[src/rtl/mp_add_pkg.sv]
// Shared definitions for the sequential multi-precision adder: state encoding
// and the slice-index width helper.
package mp_add_pkg;

    localparam logic [1:0] IDLE = 2'd0;
    localparam logic [1:0] RUN  = 2'd1;
    localparam logic [1:0] DONE = 2'd2;

    typedef enum logic [1:0] {
        S_IDLE = IDLE,
        S_RUN  = RUN,
        S_DONE = DONE
    } state_t;

    // Index width for K slices; never narrower than one bit so K=1 still has a register.
    function automatic int clog2(input int k);
        int r;
        r = 0;
        while ((1 << r) < k) r++;
        return (r < 1) ? 1 : r;
    endfunction

endpackage

[src/rtl/mp_add_seq_if.sv]
// Request/result bundle for mp_add_seq. The ovf signal exists only when
// MP_ADD_OVF_EN is defined.
interface mp_add_seq_if #(
    parameter int N = 16,
    parameter int K = 4
);
    localparam int W = N * K;

    logic         start;
    logic [W-1:0] a;
    logic [W-1:0] b;
    logic         busy;
    logic         done;
    logic [W-1:0] sum;
    logic         cout;
`ifdef MP_ADD_OVF_EN
    logic         ovf;

    modport master (output start, a, b, input busy, done, sum, cout, ovf);
    modport slave  (input start, a, b, output busy, done, sum, cout, ovf);
`else
    modport master (output start, a, b, input busy, done, sum, cout);
    modport slave  (input start, a, b, output busy, done, sum, cout);
`endif

endinterface

[src/rtl/mp_add_seq_add_slice.sv]
// Combinational N-bit adder with carry-in; also reports the carry into the
// top bit so the caller can derive signed overflow.
module add_slice #(
    parameter int N = 16
) (
    input  logic [N-1:0] a_i,
    input  logic [N-1:0] b_i,
    input  logic         cin_i,
    output logic [N-1:0] s_o,
    output logic         cout_o,
    output logic         c_msb_o
);
    logic [N:0] full;

    assign full    = {1'b0, a_i} + {1'b0, b_i} + {{N{1'b0}}, cin_i};
    assign s_o     = full[N-1:0];
    assign cout_o  = full[N];
    // Sum bit = a ^ b ^ carry-in, so the carry into the MSB falls out of the sum.
    assign c_msb_o = a_i[N-1] ^ b_i[N-1] ^ full[N-1];

endmodule

[src/rtl/mp_add_seq.sv]
// Sequential W-bit adder: one N-bit slice per cycle, LSB slice first, with a
// one-cycle done pulse. Defining MP_ADD_OVF_EN adds a signed-overflow output.
module mp_add_seq
    import mp_add_pkg::*;
#(
    parameter int N = 16,
    parameter int K = 4
) (
    input  logic          clk,
    input  logic          rst_n,
    mp_add_seq_if.slave   bus
);
    localparam int W  = N * K;
    localparam int IW = clog2(K);

    state_t        state_q;
    logic [IW-1:0] idx_q;
    logic          carry_q;
    logic [W-1:0]  a_q;
    logic [W-1:0]  b_q;
    logic [W-1:0]  sum_q;
    logic          cout_q;
    logic          busy_q;
    logic          done_q;
    logic          ovf_q;

    logic [N-1:0]  a_sl;
    logic [N-1:0]  b_sl;
    logic [N-1:0]  s_sl;
    logic          c_sl;
    logic          c_msb;
    logic          last;

    always_comb begin
        a_sl = '0;
        b_sl = '0;
        for (int k = 0; k < K; k++) begin
            if (idx_q == IW'(k)) begin
                a_sl = a_q[k*N +: N];
                b_sl = b_q[k*N +: N];
            end
        end
    end

    assign last = (idx_q == IW'(K - 1));

    add_slice #(.N(N)) u_add (
        .a_i     (a_sl),
        .b_i     (b_sl),
        .cin_i   (carry_q),
        .s_o     (s_sl),
        .cout_o  (c_sl),
        .c_msb_o (c_msb)
    );

    always_ff @(posedge clk) begin
        if (!rst_n) begin
            state_q <= S_IDLE;
            idx_q   <= '0;
            carry_q <= 1'b0;
            a_q     <= '0;
            b_q     <= '0;
            sum_q   <= '0;
            cout_q  <= 1'b0;
            busy_q  <= 1'b0;
            done_q  <= 1'b0;
            ovf_q   <= 1'b0;
        end else begin
            done_q <= 1'b0;
            unique case (state_q)
                // DONE accepts a new start exactly like IDLE for back-to-back ops.
                S_IDLE, S_DONE: begin
                    if (bus.start) begin
                        a_q     <= bus.a;
                        b_q     <= bus.b;
                        carry_q <= 1'b0;
                        idx_q   <= '0;
                        busy_q  <= 1'b1;
                        state_q <= S_RUN;
                    end else begin
                        state_q <= S_IDLE;
                    end
                end
                S_RUN: begin
                    for (int k = 0; k < K; k++) begin
                        if (idx_q == IW'(k)) sum_q[k*N +: N] <= s_sl;
                    end
                    carry_q <= c_sl;
                    if (last) begin
                        idx_q   <= '0;
                        cout_q  <= c_sl;
                        ovf_q   <= c_msb ^ c_sl;
                        busy_q  <= 1'b0;
                        done_q  <= 1'b1;
                        state_q <= S_DONE;
                    end else begin
                        idx_q <= idx_q + 1'b1;
                    end
                end
                default: state_q <= S_IDLE;
            endcase
        end
    end

    assign bus.busy = busy_q;
    assign bus.done = done_q;
    assign bus.sum  = sum_q;
    assign bus.cout = cout_q;

`ifdef MP_ADD_OVF_EN
    assign bus.ovf = ovf_q;
`else
    logic ovf_unused;
    assign ovf_unused = ovf_q;
`endif

endmodule

[src/flat_wrapper.sv]
// flat-port wrapper written by rule: the top's interface ports become plain ports
module mp_add_seq_flat import mp_add_pkg::*;
#(
    parameter int N = 16,
    parameter int K = 4
)
  (clk, rst_n, bus_start, bus_a, bus_b, bus_busy, bus_done, bus_sum, bus_cout);
  mp_add_seq_if #(.N(N), .K(K)) bus_i ();
  input  logic clk;
  input  logic rst_n;
  input wire logic [$bits(bus_i.start)-1:0] bus_start;
  input wire logic [$bits(bus_i.a)-1:0] bus_a;
  input wire logic [$bits(bus_i.b)-1:0] bus_b;
  output wire logic [$bits(bus_i.busy)-1:0] bus_busy;
  output wire logic [$bits(bus_i.done)-1:0] bus_done;
  output wire logic [$bits(bus_i.sum)-1:0] bus_sum;
  output wire logic [$bits(bus_i.cout)-1:0] bus_cout;
  assign bus_i.start = bus_start;
  assign bus_i.a = bus_a;
  assign bus_i.b = bus_b;
  assign bus_busy = bus_i.busy;
  assign bus_done = bus_i.done;
  assign bus_sum = bus_i.sum;
  assign bus_cout = bus_i.cout;
  mp_add_seq #(.N(N), .K(K)) u_core (.clk(clk), .rst_n(rst_n), .bus(bus_i));
endmodule
[config.mk]
export PLATFORM = sky130hd
export DESIGN_NAME = mp_add_seq_flat
export DESIGN_NICKNAME = d
export VERILOG_FILES = /design/src/rtl/mp_add_pkg.sv /design/src/rtl/mp_add_seq_if.sv /design/src/rtl/mp_add_seq_add_slice.sv /design/src/rtl/mp_add_seq.sv /design/src/flat_wrapper.sv
export SDC_FILE = /design/constraint.sdc
export NUM_CORES = 1
export LEC_CHECK = 0
export ABC_AREA = 0
export CAP_MARGIN = 20
export CORE_MARGIN = 10
export CORE_UTILIZATION = 36
export DETAILED_ROUTE_END_ITERATION = 10
export GPL_TIMING_DRIVEN = 0
export HOLD_SLACK_MARGIN = 0.08
export PLACE_DENSITY_LB_ADDON = 0.2
export RECOVER_POWER = 50
export SYNTH_ARGS = -nofsm -noshare
export SYNTH_HDL_FRONTEND = slang
export SYNTH_HIERARCHICAL = 1
export SYNTH_SLANG_ARGS = --single-unit
[constraint.sdc]
create_clock -name clk -period 8.45 [get_ports clk]
set_input_delay 1.69 -clock clk [delete_from_list [all_inputs] [get_ports clk]]
set_output_delay 1.69 -clock clk [all_outputs]
set_load 0.05 [all_outputs]
== Yosys cells after proc, flatten, opt, wreduce, memory -nomap -nowiden ==
Index checks and enable logic that the tools add are counted.
Storage, ports and cells
  register bits after elaboration: 200
  output and inout bits: 67
  logic and storage cells: 54
Cells by class
  $add $sub $neg: 3
  equal/unequal tests: 7
  multiplexer cells: 20
  reduce and logical (&&, ||, !) cells: 12
Operators by type and width (number)
  16-bit two-way mux: 8
  16-bit by 16-bit adder with 17-bit output: 1
  17-bit by 1-bit adder with 17-bit output: 1
  2-bit AND reduction: 7
  2-bit case mux with 2 select lines: 2
  2-bit equality test, second input constant: 3
  2-bit two-way mux: 3
  1-bit two-way mux: 5
  2-bit by 1-bit equality test with 1-bit output, second input constant: 2
  2-bit zero test: 2
  1-bit case mux with 2 select lines: 2
  3-bit AND reduction: 1
  2-bit by 1-bit adder with 2-bit output, second input constant: 1
  2-bit by 1-bit != test with 1-bit output, second input constant: 1
  2-bit != test, second input constant: 1
  2-bit nonzero test: 1
  2-bit OR reduction: 1

== Logic depth before layout (Yosys ltp) ==
Gate-level depths: netlist (run 1).
  depth after elaboration: 8
  gate-level depth with buffers: 15
  mapped depth without buffers: 14

== By module ==
The synthesis (run 1) kept the hierarchy.
By module, submodules not included
  mp_add_seq: instances 1, cells each 986, area an instance 8284.2 um^2, seq. area each 4003.8 um^2
  add_slice: instances 1, cells each 101, area an instance 859.6 um^2, seq. area each 0.0 um^2

== Worst setup path before layout (run 1) ==
Ideal clock, no wire load.
  path type: register to register
  start point: reg u_core.idx_q[0]
  end point: reg u_core.sum_q[28] (netlist: u_core/bus.sum[28])
  setup time: 74 ps
  arrival time: 3313 ps
  data required time: 8376 ps
  setup slack: 5063 ps
  cell stages (with the launch flop): 15
  buffers on the path: 1
  period minus slack after synthesis: 3387 ps
  cell sequence: dfxtp_1 > inv_1 > ha_1 > nor2_1 > clkbuf_1 > a31oi_1 > fa_1 > fa_1 > a21o_2 > nand3_2 > a31oi_4 > o41ai_4 > xnor2_1 > nand2_1 > o21ai_0
On the way
  longest elaborated chain between the ends: 7
  elaborated cells on any way between the ends: 15
  classes of those cells: add/sub (2); eq/ne (3); mux (8); reduce/logical (2)
RTL lines
  start, declared: line mp_add_seq.sv:17  | logic [IW-1:0] idx_q;
  start signal, assigned: line mp_add_seq.sv:97  | idx_q <= idx_q + 1'b1;
  2-bit zero test: line mp_add_seq.sv:38  | if (idx_q == IW'(k)) begin
  16-bit two-way mux (3 in a row): line mp_add_seq.sv:38
  16-bit two-way mux *: line mp_add_seq.sv:38
  net u_core.a_sl[0]: line mp_add_seq.sv:27  | logic [N-1:0] a_sl;
  16-bit by 16-bit adder with 17-bit output *: line mp_add_seq_add_slice.sv:15  | assign full = {1'b0, a_i} + {1'b0, b_i} + {{N{1'b0}}, cin_i};
  17-bit by 1-bit adder with 17-bit output *: line mp_add_seq_add_slice.sv:15
  net u_core.s_sl[12]: line mp_add_seq.sv:29  | logic [N-1:0] s_sl;
  end signal, assigned by index: line mp_add_seq.sv:86  | if (idx_q == IW'(k)) sum_q[k*N +: N] <= s_sl;
  end, declared: line mp_add_seq.sv:21  | logic [W-1:0] sum_q;
Mark *: on every way through the listed nets, which the timed path passes. The rest lies on a longest branch.
A chain may end at the register's enable or synchronous reset.

== Worst setup path after layout (run 1) ==
Ends and elaborated chain as after synthesis.

==> impl_metrics.csv, run 1 <==
group,metric,value,unit
timing,min_period,4.31,ns
critical_path,reg2reg_from,"u_core/idx_q[0]$_SDFFE_PN0P_",
synthesis,synthTopCellsByArea,"dfxtp_1 (44%), nand2_1 (13%), a21boi_0 (11%)",
critical_path,criticalPathCategory,"reg2reg",
clocking,cts_hold_buf,0,
synthesis,synth_top_cell_area_share,0.438,
synthesis,avgSynthCellArea,8.41,µm²
synthesis,synth_top_flop_cell,"dfxtp_1",
clocking,clock_latency,0.44,ns
critical_path,cp.required,8.81,ns
finish,final_area,12100,µm²
finish,final_common_cell,"nand2_1",
timing,worst_pin_slew,1.01,ns
timing,finalSetupViolCount,0,
finish,area_growth,32.4,%
place,dpl.hpwl,23900,µm
die,die-area,32200,µm²
status,outcome,"complete, no violations",
die,die_w,179,µm
pwr,power_density,184,nW/µm²
die,core,25100,µm²
finish,layout_common_cells,"nand2_1 (314), dfxtp_1 (200), clkdlybuf4s50_1 (196), a21boi_0 (129), clkbuf_1 (56)",
place,dp_slack,4.17,ns
finish,final_nets,1455,
synthesis,synthCells,1087,
min_path,worstHoldStart,"u_core/b_q[37]$_SDFFE_PN0P_",
min_path,hold_class,"reg2reg",
routing,vias_per_cell,4.98,
timing,drv_slew,0,
die,die_h,179,µm
clocking,cts_max_level,4,
clocking,root_buffer,"clkbuf_16",
timing,timing.setup.tns,0,ns
synthesis,synth-warning-count,6,
die,io_pins,198,
timing,hold_viol_final,0,
timing,fin_skew,0.00888,ns
routing,drtPass1Iterations,5,
finish,final_cell_count_no_fill,1647,
routing,drt_iter0_drc,554,
synthesis,ys_seq_elements,200,
critical_path,worstSetupStartpoint,"u_core/idx_q[0]$_SDFFE_PN0P_",
clocking,cts_resized,0,
pwr,p_leak,4.37,nW
synthesis,syn_nets,1239,
synthesis,async_flop_share,0,
clocking,clk_pin_slew_worst_paths,0.07,ns
finish,drive_gt1_frac,0.0638,
routing,drt_wl_total,29900,µm
synthesis,ys_seq_area_frac,0.438,
place,placed_cells,1614,
clocking,cts_buffer_depth,2,
routing,vias,8203,
critical_path,crit_arrival,4.68,ns
clocking,cts_buffers,17,
grt,grt_pass1_vias,8071,
place,placed_area,11500,µm²
grt,grt_pass1_wl,45300,µm
job,max_cap_violations,0,
place,gp_congestion,0.872,
synthesis,synthesis.area,9140,µm²
finish,utilization,0.482,
timing,fin_crit_sh,0.510,
synthesis,synth.distinct_cells,55,
critical_path,endpoint_kind,"flip-flop",
clocking,cts_tree,"done",
pwr,peakVddDrop,0.106,mV
timing,max_slew_margin,0.324,
critical_path,r2r_slack,4.14,ns
clocking,clock-sinks,200,
place,port-buffer-count,197,
die,rows,58,
grt,track_usage,0.183,
synthesis,synth-edff-count,0,
routing,drc_errors,0,
clocking,cts_setup_buffers,0,
synthesis,yosysTopAreaCell,"dfxtp_1",
die,initial_core_util,0.364,
timing,fin_ws,4.14,ns
grt,grt_remaining_overflow,0,
critical_path,critPathMaxFanout,10,
timing,timing.fmax,232,MHz
grt,antenna_found_initial,0,
grt,grt_max_degree,19,
critical_path,worstSetupStartpointType,"flip-flop",
timing,rsz0062_at_grt,"false",
routing,routedWlPerCell,18.2,µm
routing,ant_nets,0,
## cells in the mapped netlist (all sizes together) (2+ instances only)
library cell  count
a211oi            2
a21boi          130
a21o              4
a21oi            13
a22o             17
a31oi            34
and3              3
buf              37
clkbuf           53
dfxtp           200
fa                2
ha               19
inv               4
mux2i            32
nand2           314
nand2b           33
nand3            55
nand3b           35
nand4             3
nor2              7
nor2b             3
o211ai            2
o21a              3
o21ai            58
xnor2             8
xor2              5
## path summary, 6_finish.rpt
check | to | depth (start not counted)
max | u_core/bus.sum[28]$_SDFFE_PN0P_ | 15
min | u_core/b_q[37]$_SDFFE_PN0P_ | 2
max reg2reg | u_core/bus.sum[28]$_SDFFE_PN0P_ | 15
min reg2reg | u_core/b_q[37]$_SDFFE_PN0P_ | 2
## sequential cells by signal (all words and copies together) (netlist names)
register	count
u_core/bus.sum	64
u_core/b_q	64
u_core/a_q	64
u_core/state_q	2
u_core/bus.cout	1
u_core/bus.done	1
u_core/bus.busy	1
u_core/carry_q	1
u_core/idx_q	2
## where the power goes
| group | internal (mW) | switching [mW] |
|---|---|---|
| registers | 0.988 | 0.0265 |
| logic | 0.163 | 0.235 |
| clock network | 0.432 | 0.388 |
## final cells by class
| class | count | area, µm² |
|---|---|---|
| diodes | 1 | 2.50 |
| flip-flops and latches | 200 | 4000 |
| inverters | 4 | 15.0 |
| well taps | 330 | 413 |
| clock buffers | 19 | 453 |
| plain buffers | 90 | 409 |
| multi-input cells | 793 | 4710 |
| fillers | 2556 | 13000 |
| repair buffers | 197 | 1970 |
| clock inverters | 13 | 133 |
## worst max-delay path, cell delays in order, from the launching register on
cell	delay, ns
dfxtp_1	0.34
inv_1	0.12
ha_1	0.45
clkbuf_1	0.57
nand2b_1	0.12
mux2i_1	0.25
a31oi_1	0.11
fa_1	0.52
fa_1	0.42
a21o_2	0.24
nand3_2	0.10
a31oi_4	0.15
o41ai_4	0.29
xnor2_1	0.22
nand2_1	0.15
o21ai_0	0.18
## cells by family after synthesis
group,count (synthesis),synth area share
and+or+nand+nor,456,0.223
xor gates and xnor gates,13,0.0125
muxes,32,0.0350
buffers and inverters,94,0.0467
DFF,200,0.438
AOI/OAI and AO/OA,271,0.214
adders and majority gates,21,0.0304
## routing by layer
layer / global-route usage / part of all wire / vias up
met5: 0 / 0 / -
met4: 0.0413 / 0.012 / 0
met3: 0.0411 / 0.069 / 21
met2: 0.300 / 0.46 / 241
met1: 0.240 / 0.46 / 3801
li1: - / - / 4140
## stage by stage
step / hold slack [ns] / power [mW]
global placement: 0.447 / 1.43
global route: 0.485 / 2.33
finish: 0.461 / 2.23
detailed placement: 0.453 / 1.43
floorplan: 0.438 / 1.26
CTS: 0.464 / 2.25
(Power assumes the default switching activity.)
==> run 2, diff against run 1 <==
clock period = 3.5 ns   (was 8.45 ns; I/O delays follow)
==> run 2 against run 1 <==
Compared with the run above: fmax rose by 28%; core utilization rose by 1.2 points; count of clock-buffer cells in the layout did not move; non-clock buffer count rose by 1; sequential cell count did not move; largest cell class unchanged.
==> impl_metrics.csv, run 2 (synthesized netlist as in run 1, its figures left out) <==
group,metric,value,unit
grt,track_usage,0.184,
timing,min_period,3.36,ns
finish,utilization,0.494,
pwr,peakVddDrop,0.256,mV
finish,area_growth,35.8,%
critical_path,criticalPathCategory,"reg2reg",
clocking,cts_max_level,4,
job,max_cap_violations,0,
place,dp_slack,-0.777,ns
clocking,root_buffer,"clkbuf_16",
place,gp_congestion,0.872,
critical_path,critPathTopFamily,"compound AO/OA/AOI/OAI gates",
clocking,cts_buffer_depth,2,
min_path,hold_class,"reg2reg",
timing,drv_slew,0,
critical_path,worstSetupStartpointType,"flip-flop",
pwr,power_density,438,nW/µm²
finish,ff_latch_area,4010,µm²
place,dpl.hpwl,23900,µm
die,die_h,179,µm
pwr,seq_power_share,0.451,
clocking,cts_hold_buf,0,
pwr,p_comb_frac,0.184,
critical_path,endpoint_kind,"flip-flop",
status,outcome,"complete, no violations",
clocking,clock_latency,0.44,ns
routing,vias_per_cell,5.02,
routing,ant_nets,0,
timing,fin_ws,0.141,ns
die,initial_core_util,0.364,
grt,grt_pass1_vias,8169,
routing,routedWlPerCell,18.3,µm
critical_path,path_cells,"inv_1 > ha_4 > clkbuf_8 > clkbuf_4 > nand2_1 > a31oi_4 > fa_2 > fa_2 > a21o_2 > nand3_2 > a31oi_4 > o41ai_4 > xnor2_2 > nand2_2 > o21ai_0",
critical_path,crit_arrival,3.72,ns
grt,antenna_found_initial,0,
finish,final_nets,1456,
finish,final_common_cell,"nand2_1",
die,io_pins,198,
pwr,p_clk_frac,0.364,
timing,finalSetupViolCount,0,
timing,worst_pin_slew,1.03,ns
timing,fin_crit_sh,0.960,
finish,final_cell_count_no_fill,1648,
routing,drt_iter0_drc,555,
timing,timing.fmax,298,MHz
die,rows,58,
timing,max_slew_margin,0.305,
timing,hold_viol_final,0,
die,core,25100,µm²
finish,layout_common_cells,"nand2_1 (313), dfxtp_1 (198), clkdlybuf4s50_1 (196), a21boi_0 (129), nand3_1 (54)",
clocking,clock-sinks,200,
grt,grt_remaining_overflow,0,
finish,multiInputGateArea,4860,µm²
pwr,finalPower,5.43,mW
pwr,switching_share,0.291,
grt,grt_max_degree,19,
grt,grt_pass1_wl,45800,µm
routing,drc_errors,0,
clocking,clk_pin_slew_worst_paths,0.07,ns
finish,drive_gt1_frac,0.100,
place,placed_area,11500,µm²
critical_path,cp.required,3.87,ns
die,die-area,32200,µm²
critical_path,cpPeakStageDelay,0.39,ns
critical_path,critPathMaxFanout,10,
critical_path,slowest_stage,"fa_2",
place,port-buffer-count,197,
timing,fin_skew,0.00895,ns
place,placed_cells,1614,
routing,drt_wl_total,30200,µm
finish,final_area,12400,µm²
die,die_w,179,µm
pwr,p_int,3.85,mW
routing,vias,8266,
clocking,cts_tree,"done",
clocking,cts_buffers,17,
critical_path,cp_num_buf_inv,3,
routing,drtPass1Iterations,5,
pwr,p_leak,4.48,nW
finish,fill_cells,2519,
pwr,p_sw,1.58,mW
-- run 2: per-layer routing --
metal	vias to the layer above	global-route usage	wire [µm]
met5	-	0	0
met4	0	0.0492	551
li1	4143	-	-
met2	231	0.301	13900
met3	30	0.0419	2120
met1	3862	0.240	13700
-- run 2: worst reg2reg max path, cell delays in order, from the launching register on --
cell and delay [ns]:
dfxtp_2 0.38, inv_1 0.10, ha_4 0.18, clkbuf_8 0.16, clkbuf_4 0.19, nand2_1 0.13, a31oi_4 0.12, fa_2 0.39
fa_2 0.35, a21o_2 0.23, nand3_2 0.10, a31oi_4 0.14, o41ai_4 0.34, xnor2_2 0.19, nand2_2 0.11, o21ai_0 0.16
-- run 2: final cells by class --
type	instances	area share
antenna	1	0.000202
buffer	86	0.0417
clock buffer	19	0.0365
clock inverter	13	0.0107
inverter	4	0.00121
multi-input combinational	793	0.392
sequential	200	0.323
tap	330	0.0333
timing repair buffer	202	0.162
-- run 2: path summary, 6_finish.rpt --
check | start | end | slack, ns | cells after the start
setup / recovery | u_core/idx_q[1]$_SDFFE_PN0P_ | u_core/bus.sum[44]$_SDFFE_PN0P_ | 0.14 | 15
hold / removal | u_core/b_q[37]$_SDFFE_PN0P_ | u_core/b_q[37]$_SDFFE_PN0P_ | 0.46 | 2
setup reg to reg | u_core/idx_q[1]$_SDFFE_PN0P_ | u_core/bus.sum[44]$_SDFFE_PN0P_ | 0.14 | 15
hold reg to reg | u_core/b_q[37]$_SDFFE_PN0P_ | u_core/b_q[37]$_SDFFE_PN0P_ | 0.46 | 2
-- run 2: power groups by stage --
stage          clock network (mW)  logic [mW]  registers (mW)
4_1_cts                      2.02       0.983            2.45
3_5_place_dp                    0       0.958            2.50
6_report                     1.98        1.00            2.45
3_3_place_gp                    0       0.949            2.50
2_1_floorplan                   0       0.503            2.55
5_1_grt                      2.12        1.09            2.46
-- run 2: what timing repair did --
action | in CTS | in global routing
gates resized for setup | 57 | 30
pin swaps | 3 | 5
endpoints found under the setup margin | 49 | 27
gates cloned | 0 | 0
buffers inserted | 4 | 1
-- run 2: stage by stage --
step / setup TNS [ns] / hold slack (ns)
finish: 0 / 0.461
global route: -0.0204 / 0.485
CTS: -0.00783 / 0.464
detailed placement: -20.79 / 0.453
global placement: -19.21 / 0.447
floorplan: 0 / 0.438
==> run 3, diff against run 2 <==
CORE_UTILIZATION = 34   (was 36)
clock period = 4.1 ns   (was 3.5 ns; I/O delays follow)
==> run 3 against run 2 <==
Compared with the run above: clock skew is 0.0055 ns higher; sequential power fell by 15%; combinational power shrank 18%; routed wire length is 0.67% higher; non-clock buffer count decreased by 1; first-iteration DRC count down 11%; critical path type unchanged; critical endpoint is now u_core/bus.sum[28]$_SDFFE_PN0P_.
==> impl_metrics.csv, run 3 (synthesized netlist as in run 1, its figures left out) <==
group,metric,value,unit
status,outcome,"complete, no violations",
critical_path,cp_num_buf_inv,2,
critical_path,r2r_end,"u_core/bus.sum[28]$_SDFFE_PN0P_",
clocking,cts_buffers,17,
die,die_h,184,µm
die,io_pins,198,
place,placed_area,11500,µm²
clocking,root_buffer,"clkbuf_16",
finish,antenna_cells,0,
place,dpl.hpwl,24400,µm
grt,grt_max_degree,18,
timing,hold-worst-slack,0.460,ns
die,initial_core_util,0.348,
critical_path,criticalPathCategory,"reg2reg",
min_path,worstHoldStart,"u_core/b_q[35]$_SDFFE_PN0P_",
routing,routedWlPerCell,18.4,µm
routing,met2_length,14100,µm
clocking,cts_hold_buf,0,
timing,fin_skew,0.0145,ns
grt,antenna_found_initial,0,
critical_path,worstSetupStartpointType,"flip-flop",
grt,grt_pass1_wl,46400,µm
pwr,p_leak,4.36,nW
timing,finalSetupViolCount,0,
routing,drc_errors,0,
critical_path,cp.required,4.46,ns
timing,fin_crit_sh,0.958,
place,gp_congestion,0.857,
critical_path,endpoint_kind,"flip-flop",
min_path,hold_class,"reg2reg",
timing,worst_pin_slew,0.888,ns
timing,min_period,3.93,ns
critical_path,path_cells,"inv_1 > ha_2 > clkbuf_2 > nand2b_1 > mux2i_1 > a31oi_1 > fa_1 > fa_1 > a21o_2 > nand3_2 > a31oi_4 > o41ai_4 > xnor2_1 > nand2_1 > o21ai_0",
critical_path,worstRegToRegCells,15,
finish,area_growth,33.0,%
place,port-buffer-count,197,
critical_path,critPathTopFamily,"adder cells",
timing,hold_viol_final,0,
timing,timing.fmax,255,MHz
die,die-area,33900,µm²
die,rows,59,
routing,drtPass1Iterations,5,
clocking,cts_max_level,4,
routing,top_layer_used,"met4",
timing,timing.setup.tns,0,ns
min_path,worstHoldEndpoint,"u_core/b_q[35]$_SDFFE_PN0P_",
job,max_cap_violations,0,
critical_path,cpPeakStageDelay,0.51,ns
routing,wl_met1,14200,µm
routing,vias_per_cell,4.97,
grt,grt_remaining_overflow,0,
finish,final_common_cell,"nand2_1",
pwr,peakVddDrop,0.238,mV
critical_path,crit_arrival,4.29,ns
clocking,cts_tree,"done",
finish,fill_cells,2694,
pwr,power_density,386,nW/µm²
routing,wl_met3,1650,µm
die,core,26300,µm²
die,die_w,184,µm
critical_path,critPathMaxFanout,10,
routing,ant_nets,0,
finish,utilization,0.463,
timing,rsz0062_at_grt,"false",
clocking,clock-sinks,200,
grt,track_usage,0.177,
finish,final_nets,1455,
timing,drv_slew,0,
clocking,clk_pin_slew_worst_paths,0.07,ns
grt,grt_pass1_vias,8180,
finish,drive_gt1_frac,0.0623,
finish,final_area,12200,µm²
clocking,cts_buffer_depth,2,
finish,final_cell_count_no_fill,1651,
critical_path,cpMostUsedCell,"fa_1",
finish,layout_common_cells,"nand2_1 (314), dfxtp_1 (200), clkdlybuf4s50_1 (195), a21boi_0 (128), clkbuf_1 (61)",
clocking,clock_latency,0.44,ns
routing,drt_iter0_drc,492,
routing,drt_wl_total,30400,µm
critical_path,slowest_stage,"fa_1",
min_path,hold_depth,2,
critical_path,reg2reg_from,"u_core/idx_q[0]$_SDFFE_PN0P_",
timing,max_slew_margin,0.408,
place,placed_cells,1619,
critical_path,r2r_slack,0.17,ns
routing,vias,8210,
[run 3: worst max-delay path by stage]
stage / from / to / slack [ns] / cells past startpoint
6_report: u_core/idx_q[0]$_SDFFE_PN0P_ / u_core/bus.sum[28]$_SDFFE_PN0P_ / 0.17 / 15
5_1_grt: u_core/idx_q[0]$_SDFFE_PN0P_ / u_core/bus.sum[28]$_SDFFE_PN0P_ / 0.01 / 15
4_1_cts: u_core/idx_q[0]$_SDFFE_PN0P_ / u_core/bus.sum[28]$_SDFFE_PN0P_ / 0.009 / 14
3_5_place_dp: u_core/idx_q[0]$_SDFFE_PN0P_ / u_core/bus.sum[28]$_SDFFE_PN0P_ / -0.18 / 15
3_3_place_gp: u_core/idx_q[0]$_SDFFE_PN0P_ / u_core/bus.cout$_SDFFE_PN0P_ / -0.12 / 14
2_1_floorplan: u_core/idx_q[0]$_SDFFE_PN0P_ / u_core/bus.sum[28]$_SDFFE_PN0P_ / 0.71 / 14
[run 3: worst reg2reg max path, cell delays in order, from the launching register on]
cell	delay, ns
dfxtp_1	0.35
inv_1	0.12
ha_2	0.35
clkbuf_2	0.34
nand2b_1	0.09
mux2i_1	0.19
a31oi_1	0.14
fa_1	0.51
fa_1	0.43
a21o_2	0.24
nand3_2	0.10
a31oi_4	0.15
o41ai_4	0.30
xnor2_1	0.22
nand2_1	0.15
o21ai_0	0.19
[run 3: where the power goes]
group	internal [mW]	switching [mW]	leakage (nW)
clock network	1.01	0.770	0.301
logic	0.336	0.485	2.43
registers	2.04	0.0560	1.63
[run 3: area by class of cell]
cell class	instances	area, µm²	area share
timing repair buffer	197	1970	0.162
multi-input combinational	793	4720	0.388
clock inverter	11	158	0.0130
buffer	90	415	0.0342
clock buffer	21	460	0.0379
tap	335	419	0.0345
sequential	200	4000	0.329
inverter	4	15.0	0.00123
[run 3: through the flow]
step	worst slack (ns)	total power, mW
CTS	0.00869	4.72
detailed placement	-0.180	2.96
finish	0.174	4.69
global placement	-0.125	2.95
floorplan	0.713	2.60
global route	0.0125	4.89
[run 3: timing repair]
action	in CTS	in global routing
cloned	0	0
setup endpoints to repair	16	15
resized for setup	4	15
endpoints found under the hold margin	0	0
buffers inserted	0	0
[run 3: layer usage]
layer	up-vias	global-route usage
li1	4125	-
met1	3861	0.229
met2	201	0.290
met3	23	0.0417
met4	0	0.0439
met5	-	0
